$ cat config.mk
export PLATFORM = sky130hd
export DESIGN_NAME = mem_port_arbiter
export DESIGN_NICKNAME = d
export VERILOG_FILES = /design/src/rtl/mem_port_arbiter_pkg.sv /design/src/rtl/mem_port_arbiter_arb_pick.sv /design/src/rtl/mem_port_arbiter.sv
export SDC_FILE = /design/constraint.sdc
export NUM_CORES = 1
export LEC_CHECK = 0
export CORE_AREA = 2 2 92 94
export CTS_BUF_LIST = sky130_fd_sc_hd__clkbuf_16
export CTS_CLUSTER_DIAMETER = 150
export CTS_CLUSTER_SIZE = 8
export DETAILED_ROUTE_END_ITERATION = 10
export DIE_AREA = 0 0 94 96
export PLACE_DENSITY = 0.73
export SLEW_MARGIN = 20
export SYNTH_ARGS = -nofsm -noshare
export SYNTH_HDL_FRONTEND = slang
export SYNTH_HIERARCHICAL = 1
export SYNTH_SLANG_ARGS = --single-unit
export TNS_END_PERCENT = 5
$ cat constraint.sdc
create_clock -name clk -period 1.75 [get_ports clk]
set_input_delay 0.175 -clock clk [delete_from_list [all_inputs] [get_ports clk]]
set_output_delay 0.175 -clock clk [all_outputs]
set_load 0.02 [all_outputs]
$ cat src/rtl/mem_port_arbiter_pkg.sv
// Shared encodings for the unified memory port arbiter:
// FSM states, one-hot grant codes and last-grant values.
package mem_port_arbiter_pkg;

    localparam logic [1:0] ARB_IDLE   = 2'd0;
    localparam logic [1:0] ARB_BUSY_I = 2'd1;
    localparam logic [1:0] ARB_BUSY_D = 2'd2;

    localparam logic [1:0] GNT_NONE = 2'b00;
    localparam logic [1:0] GNT_I    = 2'b01;
    localparam logic [1:0] GNT_D    = 2'b10;

    localparam logic LAST_I = 1'b0;
    localparam logic LAST_D = 1'b1;

    // State entered after a launch carrying the given grant.
    function automatic logic [1:0] busy_for(input logic [1:0] gnt);
        logic [1:0] s;
        s = ARB_IDLE;
        if (gnt == GNT_D)
            s = ARB_BUSY_D;
        else if (gnt == GNT_I)
            s = ARB_BUSY_I;
        return s;
    endfunction

endpackage

$ cat src/rtl/mem_port_arbiter_arb_pick.sv
// arb_pick: combinational one-hot grant between fetch and data.
// Ports: req_i/req_d eligible requests, last_grant, gnt (GNT_I/GNT_D/GNT_NONE).
// Config: ARB_FAIR_EN selects round-robin; default is data-over-fetch.
module arb_pick
    import mem_port_arbiter_pkg::*;
(
    input  logic       req_i,
    input  logic       req_d,
    input  logic       last_grant,
    output logic [1:0] gnt
);

`ifdef ARB_FAIR_EN
    always_comb begin
        gnt = GNT_NONE;
        if (req_i && req_d)
            // On a tie, whoever did not win last time goes first.
            gnt = (last_grant == LAST_D) ? GNT_I : GNT_D;
        else if (req_d)
            gnt = GNT_D;
        else if (req_i)
            gnt = GNT_I;
    end
`else
    // Fixed priority never looks at the grant history.
    logic unused_last;
    assign unused_last = last_grant;

    always_comb begin
        gnt = GNT_NONE;
        if (req_d)
            gnt = GNT_D;
        else if (req_i)
            gnt = GNT_I;
    end
`endif

endmodule

$ cat src/rtl/mem_port_arbiter.sv
// Shares one synchronous-read memory between instruction fetch and
// load/store: one-cycle launch, one-cycle response, losers stall.
// Ports: clk, rst (sync, active low); fetch if_req/if_addr/if_ready/
// if_rdata; data d_req/d_we/d_addr/d_wdata/d_ready/d_rdata; memory
// mem_en/mem_we/mem_addr/mem_wdata/mem_rdata.
// Config: define ARB_FAIR_EN for round-robin arbitration.
module mem_port_arbiter
    import mem_port_arbiter_pkg::*;
#(
    parameter int ADDR_W = 6,
    parameter int DATA_W = 32
) (
    input  logic              clk,
    input  logic              rst,
    input  logic              if_req,
    input  logic [31:0]       if_addr,
    output logic              if_ready,
    output logic [DATA_W-1:0] if_rdata,
    input  logic              d_req,
    input  logic              d_we,
    input  logic [31:0]       d_addr,
    input  logic [DATA_W-1:0] d_wdata,
    output logic              d_ready,
    output logic [DATA_W-1:0] d_rdata,
    output logic              mem_en,
    output logic              mem_we,
    output logic [ADDR_W-1:0] mem_addr,
    output logic [DATA_W-1:0] mem_wdata,
    input  logic [DATA_W-1:0] mem_rdata
);

    logic [1:0] state;
    logic [1:0] state_nxt;
    logic       we_q;
    logic       last_grant;
    logic       elig_i;
    logic       elig_d;
    logic [1:0] gnt;
    logic       launch_i;
    logic       launch_d;

    // Only the word-index bits reach the memory.
    logic unused_addr;
    assign unused_addr = ^{if_addr[31:ADDR_W+2], if_addr[1:0],
                           d_addr[31:ADDR_W+2], d_addr[1:0]};

    // A port whose response is returning this cycle may not relaunch.
    assign elig_i = if_req && (state != ARB_BUSY_I);
    assign elig_d = d_req && (state != ARB_BUSY_D);

    arb_pick u_pick (
        .req_i      (elig_i),
        .req_d      (elig_d),
        .last_grant (last_grant),
        .gnt        (gnt)
    );

    // Gating with rst keeps every output at 0 while reset is held.
    assign launch_i = rst && (gnt == GNT_I);
    assign launch_d = rst && (gnt == GNT_D);

    always_comb begin
        mem_en    = 1'b0;
        mem_we    = 1'b0;
        mem_addr  = '0;
        mem_wdata = '0;
        if (launch_d) begin
            mem_en    = 1'b1;
            mem_we    = d_we;
            mem_addr  = d_addr[ADDR_W+1:2];
            mem_wdata = d_wdata;
        end else if (launch_i) begin
            mem_en   = 1'b1;
            mem_addr = if_addr[ADDR_W+1:2];
        end
    end

    assign state_nxt = launch_d ? busy_for(GNT_D) :
                       launch_i ? busy_for(GNT_I) : ARB_IDLE;

    always_comb begin
        if_ready = 1'b0;
        if_rdata = '0;
        d_ready  = 1'b0;
        d_rdata  = '0;
        if (rst) begin
            case (state)
                ARB_BUSY_I: begin
                    if_ready = 1'b1;
                    if_rdata = mem_rdata;
                end
                ARB_BUSY_D: begin
                    d_ready = 1'b1;
                    // Stores return zero rather than stale read data.
                    if (!we_q)
                        d_rdata = mem_rdata;
                end
                default: ;
            endcase
        end
    end

    always_ff @(posedge clk) begin
        if (!rst) begin
            state <= ARB_IDLE;
            we_q  <= 1'b0;
        end else begin
            state <= state_nxt;
            we_q  <= launch_d && d_we;
        end
    end

`ifdef ARB_FAIR_EN
    always_ff @(posedge clk) begin
        if (!rst)
            last_grant <= LAST_D;
        else if (launch_d)
            last_grant <= LAST_D;
        else if (launch_i)
            last_grant <= LAST_I;
    end
`else
    assign last_grant = LAST_D;
`endif

endmodule

==> reports/metrics.yaml, run 1 <==
setup_path:
  critPathLaunchType: "register"
  cpMostUsedCell: "buf_6"
  crit_path_top_delay_cell: "and3b_2"
  cp_num_buf_inv: 2
  cp-end-kind: "primary output"
  crit_family: "simple AND/OR/NAND/NOR gates"
  cp.arrival_ps: 1750
  criticalPathCategory: "reg -> out"
  crit_required_ps: 1570
  crit_fanout: 7
  path_cells: "nand2b_4 -> and2_4 -> nor2b_4 -> and3b_2 -> buf_6 -> and2_1 -> buf_6"
  r2r_setup_slack_ps: 50
  cpPeakStageDelay_ps: 370
floorplanning:
  dieArea_um2: 9020
  ios: 239
  die_w_um: 94
  core-area_um2: 8050
  die_h_um: 96
  start_util_pct: 13.7
  row_count: 33
finish:
  fin_util_pct: 39.7
  seq_area_um2: 67.6
  layout_common_cells: "clkdlybuf4s50_1 (79), buf_6 (40), nand2_1 (39)"
  areaGrowthSynthToFinish_pct: 190
  layout_commonest_cell: "clkdlybuf4s50_1"
  finalNetCount: 509
  fill_cells: 830
  multi_input_area_um2: 1040
  fin_area_um2: 3190
  drive_above_1_share_pct: 52.0
  n_antenna_cell: 0
outcome:
  violations: "negative setup slack"
  outcome: "finished, violations left"
timing:
  fmax_mhz: 521
  slew_viol_final: 0
  setup_viol: 37
  rsz0062_at_grt: "true"
  slew_headroom_pct: 79.9
  hold_viol: 0
  tns_ps: -5010
  finClkSkew_ps: 1.06
  layout_min_cycle_time_ps: 1920
  fin_ws_ps: -171
  max_slew.worst_pin.slew_ps: 301
  period_share_pct: 110
logic_synthesis:
  synthCells: 179
  synth_warnings: 6
  synthesis.area_um2: 1100
  syn_nets: 312
  syn_avg_cell_area_um2: 6.16
grt:
  grt_max_degree: 29
  grt_pass1_vias: 1807
  antenna_found_initial: 0
  track_usage_pct: 12.1
  grt_pass1_wl_um: 8670
  gr-total-overflow: 0
power:
  ir_worst_vdd_mv: 0.346
  power_density_nw_per_um2: 342
  leakage_nw: 1.53
detailed_routing:
  vias: 1918
  wl_per_cell_um: 13.0
  ant_nets: 0
  dr.pass1.iters: 4
  drtIter0Drc: 21
  routed_via_density: 4.00
  drc_errors: 0
  wirelength_um: 6230
clock_tree:
  cts_tree: "built"
  cts_buffer_depth: 2
  numClockSinks: 3
  clk-insertion-delay-late_ps: 220
  cts_hold_buf: 0
  clk_pin_slew_ps: 30
  h-tree-depth: 1
  cts_made_buffers: 3
  cts_root_buf: "clkbuf_16"
placement:
  placed_area_um2: 3150
  io_buffers: 186
  place.gp.congestion: 0.760
  dpl.hpwl_um: 4930
run:
  drv_cap: 0
min_path:
  hp-class: "in -> reg"
layer usage:
| layer | track usage (%) | part of all wire, % | vias to the layer above |
|---|---|---|---|
| li1 | - | - | 942 |
| met1 | 10.9 | 32 | 845 |
| met2 | 26.7 | 55 | 131 |
| met3 | 3.52 | 13 | 0 |
| met4 | 1.09 | 0 | 0 |
| met5 | 0 | 0 | - |
worst paths after layout:
path                 start             to  depth (start not counted)
hold / removal        d_we           we_q                          2
setup / recovery  state[1]  mem_wdata[26]                          7
hold reg to reg   state[1]       state[0]                          5
setup reg to reg  state[1]           we_q                          8
sequential cells by signal (all words and copies together) (netlist names):
register and count:
state 2, we_q 1
worst register-to-register path, stage by stage (launching register included):
cell      delay (ps)
dfxtp_4          350
nand2b_4         120
and2_4           120
nor2b_4          140
and3b_2          300
buf_6            160
buf_4            130
buf_4            130
and2_4           140
cell type report:
cell class                      instances  area share (%)
Timing Repair Buffer                  209            58.6
Multi-Input combinational cell        157            32.5
Tap cell                              105            4.11
Clock buffer                            3            2.35
Sequential cell                         3            2.12
Inverter                                2           0.235
Clock inverter                          1           0.118
timing repair:
item | 4_1_cts | 5_1_grt
endpoints found under the setup margin | 105 | 95
resized for setup | 379 | 121
cloned | 3 | 2
pin swaps | 1 | 23
setup buffers | 2 | 1
report_power, final:
group	switching [mW]	total [mW]	leakage (nW)	internal (mW)
combinational	0.293	0.666	1.46	0.374
sequential	0.00374	0.0747	0.0260	0.0709
clock	0.0580	0.352	0.0423	0.294
total	0.355	1.09	1.53	0.739
through the flow:
| step | power [mW] | cells | hold slack (ps) | setup WS (ps) |
|---|---|---|---|---|
| 2_1_floorplan | 0.345 | 179 | 297 | -54.9 |
| 3_3_place_gp | 0.693 | 468 | 813 | -594 |
| 3_5_place_dp | 0.699 | 468 | 796 | -614 |
| 4_1_cts | 1.06 | 477 | 564 | -155 |
| 5_1_grt | 1.15 | 480 | 611 | -232 |
| 6_report | 1.09 | 480 | 601 | -171 |
Power figures use the tool's default switching activity.
==> run 2: changes to the inputs <==
--- a/config.mk
+++ b/config.mk
@@ -11,7 +11,8 @@
 export CTS_CLUSTER_SIZE = 8
 export DETAILED_ROUTE_END_ITERATION = 10
 export DIE_AREA = 0 0 94 96
-export PLACE_DENSITY = 0.73
+export PLACE_DENSITY = 0.71
+export SETUP_SLACK_MARGIN = 0.02
 export SLEW_MARGIN = 20
 export SYNTH_ARGS = -nofsm -noshare
 export SYNTH_HDL_FRONTEND = slang
==> constraint.sdc (replaced) <==
create_clock -name clk -period 1.85 [get_ports clk]
set_input_delay 0.185 -clock clk [delete_from_list [all_inputs] [get_ports clk]]
set_output_delay 0.185 -clock clk [all_outputs]
set_load 0.02 [all_outputs]
==> run 2 against run 1 <==
- the run still ends with negative setup slack left
- count of clock-buffer cells in the layout stayed put
- non-clock buffer count is 11 lower
- wire length is 8.1% lower
- critical path depth stayed put
- via count is 4.2% lower
- utilization is 0.84 points lower
- die area stayed put
- sequential power is 5.1% lower
- critical endpoint is now mem_wdata[15]
- setup slack better by 140 ps
==> reports/metrics.yaml, run 2 (synthesized netlist as in run 1, its figures left out) <==
grt:
  gr-total-overflow: 0  # unchanged
  track_usage_pct: 11.6  # -0.46 points
  antenna_found_initial: 0  # unchanged
  grt_pass1_vias: 1799  # -0.44%
  grt_max_degree: 29  # unchanged
  grt_pass1_wl_um: 8310  # -4.1%
finish:
  fill_cells: 839  # +1.1%
  n_antenna_cell: 0  # unchanged
  fin_util_pct: 38.8  # -0.84 points
  finalNetCount: 498  # -2.2%
  layout_commonest_cell: "clkdlybuf4s50_1"
  layout_common_cells: "clkdlybuf4s50_1 (78), nand2_1 (39), dlygate4sd2_1 (39)"
  largest_register_ffs: 2  # unchanged
  largest-register: "state"
  fin_area_um2: 3130  # -2.1%
  drive_above_1_share_pct: 37.4  # -15 points
  areaGrowthSynthToFinish_pct: 184
  reg_top3: "state x2, we_q x1"
outcome:
  violations: "negative setup slack"
  outcome: "finished, violations left"
power:
  seqPwrFrac_pct: 7.1  # +0.3 points
  power_frac_clock_pct: 33.8  # +1.6 points
  p_switching_uw: 323  # -8.8%
  ir_worst_vdd_mv: 0.255  # -26%
  leakage_nw: 1.56  # +2.2%
  netSwitchingFraction_pct: 32.6  # +0.14 points
  power_density_nw_per_um2: 318  # -7.2%
  p_comb_share_pct: 59.1  # -1.9 points
  p_int_uw: 669  # -9.4%
setup_path:
  cp.arrival_ps: 1700  # -50 ps
  crit_path_top_delay_cell: "dfxtp_4"
  crit_fanout: 18  # +11
  setup.worst_path.end: "mem_wdata[15]"
  r2r_setup_slack_ps: 420  # +370 ps
  cp-end-kind: "primary output"
  worstRegToRegCells: 6  # -2
  criticalPathCategory: "reg -> out"
  crit_required_ps: 1660  # +90 ps
  critPathLaunchType: "register"
  cpPeakStageDelay_ps: 350  # -20 ps
  r2r-end: "we_q"
  critPathLaunch: "state[1]"
  r2r-start: "state[1]"
  path_cells: "nand2b_4 -> and2_4 -> nor2b_4 -> and3b_2 -> buf_12 -> and2_1 -> buf_6"
min_path:
  hp-class: "in -> reg"
clock_tree:
  clk_pin_slew_ps: 30  # about the same
  cts_tree: "built"
  cts_root_buf: "clkbuf_16"
  cts_buffer_depth: 2  # unchanged
  cts_made_buffers: 3  # unchanged
  numClockSinks: 3  # unchanged
  clk-insertion-delay-late_ps: 220  # about the same
  h-tree-depth: 1  # unchanged
floorplanning:
  dieArea_um2: 9020  # unchanged
  ios: 239  # unchanged
  core-area_um2: 8050  # unchanged
  die_w_um: 94  # unchanged
  start_util_pct: 13.7  # unchanged
  die_h_um: 96  # unchanged
  row_count: 33  # unchanged
placement:
  pre_cts_ws_ps: -548  # +65.3 ps
  io_buffers: 186  # unchanged
  place.gp.congestion: 0.674  # -11%
  placed_area_um2: 3090  # -1.9%
  dpl.hpwl_um: 4660  # -5.6%
timing:
  setup_viol: 33  # -11%
  slew_headroom_pct: 80.4  # +0.46 points
  slew_viol_final: 0  # unchanged
  finClkSkew_ps: 0.927  # -0.134 ps
  rsz0062_at_grt: "true"
  period_share_pct: 102
  layout_min_cycle_time_ps: 1880
  fin_hold_ws_ps: 572  # -29.4 ps
  fin_ws_ps: -34.6  # +137 ps
  max_slew.worst_pin.slew_ps: 294  # -6.94 ps
  tns_ps: -563  # +4440 ps
  hold_viol: 0  # unchanged
  fmax_mhz: 531
detailed_routing:
  drtIter0Drc: 20  # -4.8%
  wl_per_cell_um: 12.2  # -6.0%
  dr.pass1.iters: 4  # unchanged
  wirelength_um: 5730  # -8.1%
  routed_via_density: 3.92  # -2.0%
  vias: 1837  # -4.2%
  ant_nets: 0  # unchanged
  drc_errors: 0  # unchanged
run:
  drv_cap: 0  # unchanged
## run 2: cell types whose count changed in the layout (fill, tap and decap cells not counted), moves of 3 or more
cell / before / now
clkbuf_2: 26 / 0
buf_2: 24 / 27
clkdlybuf4s15_2: 7 / 0
buf_4: 22 / 14
and2_4: 34 / 20
buf_6: 40 / 34
dlygate4sd2_1: 6 / 39
and2_1: 6 / 20
## run 2: stage by stage
stage	cells	power, mW
final	469	0.993
after detailed placement	463	0.649
after CTS	469	0.998
after global routing	469	1.05
after global placement	463	0.645
after floorplan	179	0.323
## run 2: cell type report
| type | instances | area (um2) | area share [%] |
|---|---|---|---|
| Clock buffer | 3 | 75.1 | 2.40 |
| Tap cell | 105 | 131 | 4.20 |
| Clock inverter | 1 | 3.75 | 0.120 |
| Inverter | 2 | 7.51 | 0.240 |
| Sequential cell | 3 | 67.6 | 2.16 |
| Timing Repair Buffer | 198 | 1850 | 59.1 |
| Multi-Input combinational cell | 157 | 992 | 31.7 |
## run 2: what timing repair did
item,in CTS,in global routing
setup endpoints to repair,106,40
gates cloned,1,0
pin swaps,0,11
setup buffers,1,1
hold buffers,0,0
resized for setup,385,33
## run 2: metal layers
layer | share of wire (%) | vias to the layer above | track usage (%)
met3 | 12 | 2 | 4.07
met4 | 0.14 | 0 | 1.81
met5 | 0 | - | 0
met1 | 34 | 788 | 10.8
met2 | 54 | 123 | 24.4
li1 | - | 924 | -
## run 2: power by group through the flow
stage | Clock (mW) | Sequential, mW | Combinational, mW
2_1_floorplan | 0 | 0.0710 | 0.252
3_3_place_gp | 0 | 0.0718 | 0.574
3_5_place_dp | 0 | 0.0719 | 0.577
4_1_cts | 0.345 | 0.0716 | 0.581
5_1_grt | 0.351 | 0.0713 | 0.629
6_report | 0.336 | 0.0709 | 0.586
## run 2: worst min path at each step
stage          from    to  cells past startpoint
6_report       d_we  we_q                      2
5_1_grt        d_we  we_q                      2
4_1_cts        d_we  we_q                      2
3_5_place_dp   d_we  we_q                      2
3_3_place_gp   d_we  we_q                      2
2_1_floorplan  d_we  we_q                      1
## run 2: critical path: cells and delay by family (launching register included)
| kind | cells | cell delay [ps] |
|---|---|---|
| buf+inv | 2 | 270 |
| flops | 1 | 350 |
| simple gates | 5 | 850 |
